`src/rtl/button_pkg.sv`:
```
`default_nettype none
// ============================================================================
// Module   : button_pkg
// Brief    : Shared types and constants for the push-button conditioning path.
// Revision : 1.0
// ============================================================================
package button_pkg;

    typedef enum logic [1:0] {
        IDLE         = 2'd0,
        PRESS_WAIT   = 2'd1,
        PRESSED      = 2'd2,
        RELEASE_WAIT = 2'd3
    } dbnc_state_t;

    localparam int MODE_BTN_IDX = 4;

endpackage
`default_nettype wire

```
`src/rtl/debounce_channel.sv`:
```
`default_nettype none
// ============================================================================
// Module   : debounce_channel
// Brief    : One button: 2-flop synchronizer, debounce FSM, level/press/release.
// Revision : 1.0
// ============================================================================
module debounce_channel
    import button_pkg::*;
#(
    parameter int DEBOUNCE_CYCLES = 100000
) (
    input  logic clk,
    input  logic rst,
    input  logic i_btn_raw,
    output logic o_level,
    output logic o_press,
    output logic o_release
);

    localparam int CNT_W = (DEBOUNCE_CYCLES > 1) ? $clog2(DEBOUNCE_CYCLES) : 1;
    localparam logic [CNT_W-1:0] c_cnt_max = CNT_W'(DEBOUNCE_CYCLES - 1);

    logic             r_sync1;
    logic             r_sync2;
    dbnc_state_t      r_state;
    logic [CNT_W-1:0] r_cnt;
    logic             r_level;
    logic             r_press;
    logic             r_release;

    always_ff @(posedge clk) begin
        if (!rst) begin
            r_sync1   <= 1'b0;
            r_sync2   <= 1'b0;
            r_state   <= IDLE;
            r_cnt     <= '0;
            r_level   <= 1'b0;
            r_press   <= 1'b0;
            r_release <= 1'b0;
        end else begin
            r_sync1   <= i_btn_raw;
            r_sync2   <= r_sync1;
            // Pulses are single-cycle: cleared every cycle unless re-set below.
            r_press   <= 1'b0;
            r_release <= 1'b0;
            case (r_state)
                IDLE: begin
                    if (r_sync2) begin
                        r_state <= PRESS_WAIT;
                        r_cnt   <= '0;
                    end
                end
                PRESS_WAIT: begin
                    if (!r_sync2) begin
                        r_state <= IDLE;
                    end else if (r_cnt == c_cnt_max) begin
                        r_state <= PRESSED;
                        r_level <= 1'b1;
                        r_press <= 1'b1;
                    end else begin
                        r_cnt <= r_cnt + CNT_W'(1);
                    end
                end
                PRESSED: begin
                    if (!r_sync2) begin
                        r_state <= RELEASE_WAIT;
                        r_cnt   <= '0;
                    end
                end
                RELEASE_WAIT: begin
                    if (r_sync2) begin
                        r_state <= PRESSED;
                    end else if (r_cnt == c_cnt_max) begin
                        r_state   <= IDLE;
                        r_level   <= 1'b0;
                        r_release <= 1'b1;
                    end else begin
                        r_cnt <= r_cnt + CNT_W'(1);
                    end
                end
                default: r_state <= IDLE;
            endcase
        end
    end

    assign o_level   = r_level;
    assign o_press   = r_press;
    assign o_release = r_release;

endmodule
`default_nettype wire

```
`src/rtl/button_conditioner.sv`:
```
`default_nettype none
// ============================================================================
// Module   : button_conditioner
// Brief    : Front-panel button conditioning; one independent debouncer per bit.
// Revision : 1.0
// ============================================================================
module button_conditioner
    import button_pkg::*;
#(
    parameter int N_BUTTONS       = 5,
    parameter int DEBOUNCE_CYCLES = 100000
) (
    input  logic                 clk,
    input  logic                 rst,
    input  logic [N_BUTTONS-1:0] btn_raw,
    output logic [N_BUTTONS-1:0] btn_level,
    output logic [N_BUTTONS-1:0] btn_press,
    output logic [N_BUTTONS-1:0] btn_release
);

    for (genvar g = 0; g < N_BUTTONS; g++) begin : g_chan
        debounce_channel #(
            .DEBOUNCE_CYCLES(DEBOUNCE_CYCLES)
        ) u_chan (
            .clk      (clk),
            .rst      (rst),
            .i_btn_raw(btn_raw[g]),
            .o_level  (btn_level[g]),
            .o_press  (btn_press[g]),
            .o_release(btn_release[g])
        );
    end

endmodule
`default_nettype wire

```
`config.mk`:
```
export PLATFORM = sky130hd
export DESIGN_NAME = button_conditioner
export DESIGN_NICKNAME = d
export VERILOG_FILES = /design/src/rtl/button_pkg.sv /design/src/rtl/debounce_channel.sv /design/src/rtl/button_conditioner.sv
export SDC_FILE = /design/constraint.sdc
export NUM_CORES = 1
export LEC_CHECK = 0
export CAP_MARGIN = 20
export CORE_ASPECT_RATIO = 0.8
export CORE_MARGIN = 1.5
export CORE_UTILIZATION = 45
export DETAILED_ROUTE_END_ITERATION = 12
export GPL_TIMING_DRIVEN = 0
export HOLD_SLACK_MARGIN = 0.12
export SYNTH_ARGS = -nofsm -noshare
export SYNTH_HDL_FRONTEND = slang
export SYNTH_HIERARCHICAL = 1
export SYNTH_SLANG_ARGS = --single-unit
```
`constraint.sdc`:
```
create_clock -name clk -period 1.64 [get_ports clk]
set_input_delay 0.246 -clock clk [delete_from_list [all_inputs] [get_ports clk]]
set_output_delay 0.246 -clock clk [all_outputs]
set_load 0.02 [all_outputs]
```
==> impl_metrics.py <==
metrics = {
    "logic_synthesis": {
        "synth.distinct_cells": 46,
        "synth_nets": 722,
        "synth_area_um2": 6260,
        "yosys_warnings": 6,
        "netlist_instances": 710,
        "synth.top_cell.area_share_pct": 38.4,
        "synth_edf_count": 0,
        "ys_seq_area_share_pct": 38.4,
        "avgSynthCellArea_um2": 8.81,
        "yosys.area.top_type": "dfxtp_1",
        "ys_async_sr_fraction_pct": 0,
        "ys_ff_latch": 120,
        "synth.area.top_cells": "dfxtp_1 38%, nand2_1 4.8%, nand3_1 4.8%, o41ai_2 3.9%, xor2_1 3.5%",
        "synth_ff_type": "dfxtp_1",
    },
    "timing": {
        "clock.fmax_ghz": 0.596,
        "period_share_pct": 102,
        "finClkSkew_ns": 0.00788,
        "timing.hold.ws_ns": 0.404,
        "totalNegativeSetupSlack_ns": -0.248,
        "worst_pin_slew_ns": 0.682,
        "setup_ws_ns": -0.0376,
        "finalSetupViolCount": 17,
        "hold_violations": 0,
        "rsz0062_at_grt": "true",
        "relSlewSlack_pct": 54.5,
        "layout_min_cycle_time_ns": 1.68,
        "slew_violations": 0,
    },
    "place": {
        "dpl.cell_count": 911,
        "hpwl_um": 9930,
        "place.port_buffers": 21,
        "globalplace.congestion": 0.854,
        "preCtsSetupSlack_ns": -0.669,
    },
    "clock_tree": {
        "clock_latency_ns": 0.42,
        "cts_tree": "done",
        "cts_buffer_depth": 2,
        "clock-sinks": 120,
        "cts.clk_slew.worst_paths_ns": 0.06,
        "cts_root_buf": "clkbuf_16",
        "hold_buffers": 0,
        "htreeDepth": 4,
        "cts_buffers": 17,
    },
    "floorplan": {
        "ios": 22,
        "fp.dieArea_um2": 14600,
        "fp.dieW_um": 135,
        "rows": 38,
        "die_y_um": 108,
        "start_util_pct": 46.2,
        "core_um2": 13600,
    },
    "pwr": {
        "vdd_drop_max_v": 0.000969,
        "p_int_mw": 5.69,
        "clockPowerShare_pct": 55.3,
        "netSwitchingFraction_pct": 20.8,
        "seq_power_share_pct": 40.8,
        "comb_power_share_pct": 3.9,
        "power.density_nw_per_um2": 848,
        "switchingPower_mw": 1.49,
        "power.leakage_nw": 3.00,
    },
    "cells_and_area": {
        "nFillCells": 1141,
        "syn_to_final_growth_pct": 35.3,
        "instances_no_fill": 980,
        "layout_commonest_cell": "nand2_1",
        "final_nets": 800,
        "num_antenna_cells": 0,
        "drive_gt1_share_pct": 34.9,
        "mostFrequentLayoutCells": "80 x nand2_1, 70 x dfxtp_1, 53 x nand3_1",
    },
    "detailed_routing": {
        "drtAntennaViolNets": 0,
        "wirelength_um": 16600,
        "avgRoutedWirePerCell_um": 17.0,
        "via_per_inst": 5.96,
        "drc": 0,
        "drtPass1Iterations": 5,
        "vias": 5839,
        "drt-initial-drc-count": 405,
    },
    "global_route": {
        "antenna_found_initial": 0,
        "grt_overflow": 0,
        "grt_usage_pct": 22.4,
        "grt_pass1_vias": 5333,
        "grt_pass1_wl_um": 26300,
        "grt_max_degree": 17,
    },
    "worst_setup_path": {
        "endpoint_kind": "flip-flop",
        "arrival_ns": 1.95,
        "worstReg2RegEnd": "g_chan[3].u_chan/r_cnt[8]",
        "critPathLaunchType": "flip-flop",
        "worstPathRequired_ns": 1.91,
        "regToRegSetupSlack_ns": -0.04,
        "r2r_cells": 5,
        "criticalPathCategory": "flip-flop to flip-flop",
        "r2r-start": "g_chan[3].u_chan/r_cnt[6]",
        "cp_max_fo": 8,
    },
    "worst_hold_path": {
        "hp-class": "primary input to flip-flop",
        "min-delay-start": "btn_raw[2]",
        "min_path_cells": 2,
        "min_to": "g_chan[2].u_chan/r_sync1",
    },
    "status": {
        "outcome": "finished with violations",
        "violations": "setup timing",
    },
    "flow_run": {
        "maxCapViolCount": 0,
    },
}
[sequential cells by signal (all words and copies together), names as in the netlist, named ones only]
| signal | cells |
|---|---|
| g_chan.u_chan/r_cnt | 85 |
| g_chan.u_chan/r_sync1 | 5 |
| g_chan.u_chan/r_sync2 | 5 |
| g_chan.u_chan/o_level | 5 |
| g_chan.u_chan/o_press | 5 |
| g_chan.u_chan/o_release | 5 |
| g_chan.u_chan/r_state | 5 |
[worst max-delay path, stage by stage, from the launching register on]
cell     delay [ns]
dfxtp_4        0.38
or4b_4         0.53
nor3_4         0.23
a21oi_4        0.12
nand2_4        0.20
o41ai_2        0.08
[cell type report]
| cell class | count | area, µm² | area share [%] |
|---|---|---|---|
| clock buffers | 23 | 488 | 5.76 |
| clock inverters | 8 | 143 | 1.68 |
| repair buffers | 54 | 454 | 5.36 |
| flip-flops and latches | 120 | 2490 | 29.5 |
| well taps | 180 | 225 | 2.66 |
| multi-input cells | 560 | 4510 | 53.3 |
| plain buffers | 25 | 113 | 1.33 |
| inverters | 10 | 37.5 | 0.443 |
[stage by stage]
| step | utilization (%) | cell area [µm²] | total power, mW |
|---|---|---|---|
| floorplan | - | 6260 | 3.16 |
| global placement | 49.4 | 6690 | 3.24 |
| detailed placement | 49.4 | 6690 | 3.24 |
| CTS | 57.3 | 7760 | 7.24 |
| global route | 62.5 | 8470 | 7.42 |
| finish | 62.5 | 8470 | 7.18 |
[worst max path at each step]
stage | start | end | slack, ns | depth (start not counted)
after global placement | rst | g_chan[2].u_chan/r_cnt[3] | -0.63 | 5
after floorplan | g_chan[0].u_chan/r_cnt[0] | g_chan[0].u_chan/r_cnt[10] | 0.03 | 5
after global routing | g_chan[2].u_chan/r_cnt[6] | g_chan[2].u_chan/r_cnt[2] | -0.08 | 5
final | g_chan[3].u_chan/r_cnt[6] | g_chan[3].u_chan/r_cnt[8] | -0.04 | 5
after detailed placement | rst | g_chan[4].u_chan/r_cnt[3] | -0.67 | 5
after CTS | g_chan[4].u_chan/r_state[0] | g_chan[4].u_chan/r_cnt[3] | 0.0002 | 5
[synthesized netlist by cell type (10+ instances only)]
| master | number |
|---|---|
| dfxtp_1 | 120 |
| nand2_1 | 80 |
| nand3_1 | 60 |
| nor2_1 | 45 |
| a21oi_1 | 30 |
| xor2_1 | 25 |
| and2_1 | 20 |
| clkbuf_1 | 20 |
| nand4_1 | 20 |
| nor4_1 | 20 |
| o211ai_1 | 20 |
| o21ai_0 | 15 |
| o22ai_1 | 15 |
| o41ai_2 | 15 |
| or3_1 | 15 |
| a31oi_1 | 10 |
| and3_1 | 10 |
| inv_1 | 10 |
| nand2_2 | 10 |
| nand4b_1 | 10 |
| nor2b_1 | 10 |
| or4_1 | 10 |
[power by group through the flow]
stage,clock network (mW),logic (mW),registers (mW)
after floorplan,0,0.159,3.00
after global placement,0,0.233,3.01
after detailed placement,0,0.236,3.01
after CTS,4.04,0.253,2.94
after global routing,4.19,0.300,2.93
final,3.97,0.279,2.93
[cell families after synthesis]
family                   after synthesis  share of synthesized area (%)
AND/OR/NAND/NOR                      375                           35.0
AO/OA/AOI/OAI                        140                           17.9
flip-flops                           120                           38.4
XOR/XNOR                              35                           5.50
buffers and inverters                 35                           2.20
adder cells (fa/ha/maj)                5                           1.00
[timing repair]
action / CTS / global route
resized for setup: 75 / 121
pin swaps: 38 / 44
setup buffers: 14 / 19
cloned: 5 / 0
endpoints found under the setup margin: 105 / 102
[routing by layer]
layer / track usage (%) / part of all wire [%] / wire [µm] / vias to the layer above
met5: 0 / 0 / 0 / -
met1: 31.6 / 48 / 8000 / 2853
met3: 5.25 / 4.8 / 804 / 19
met4: 5.99 / 1.1 / 185 / 0
li1: - / - / - / 2811
met2: 34.5 / 46 / 7660 / 156
Power figures use the tool's default switching activity.
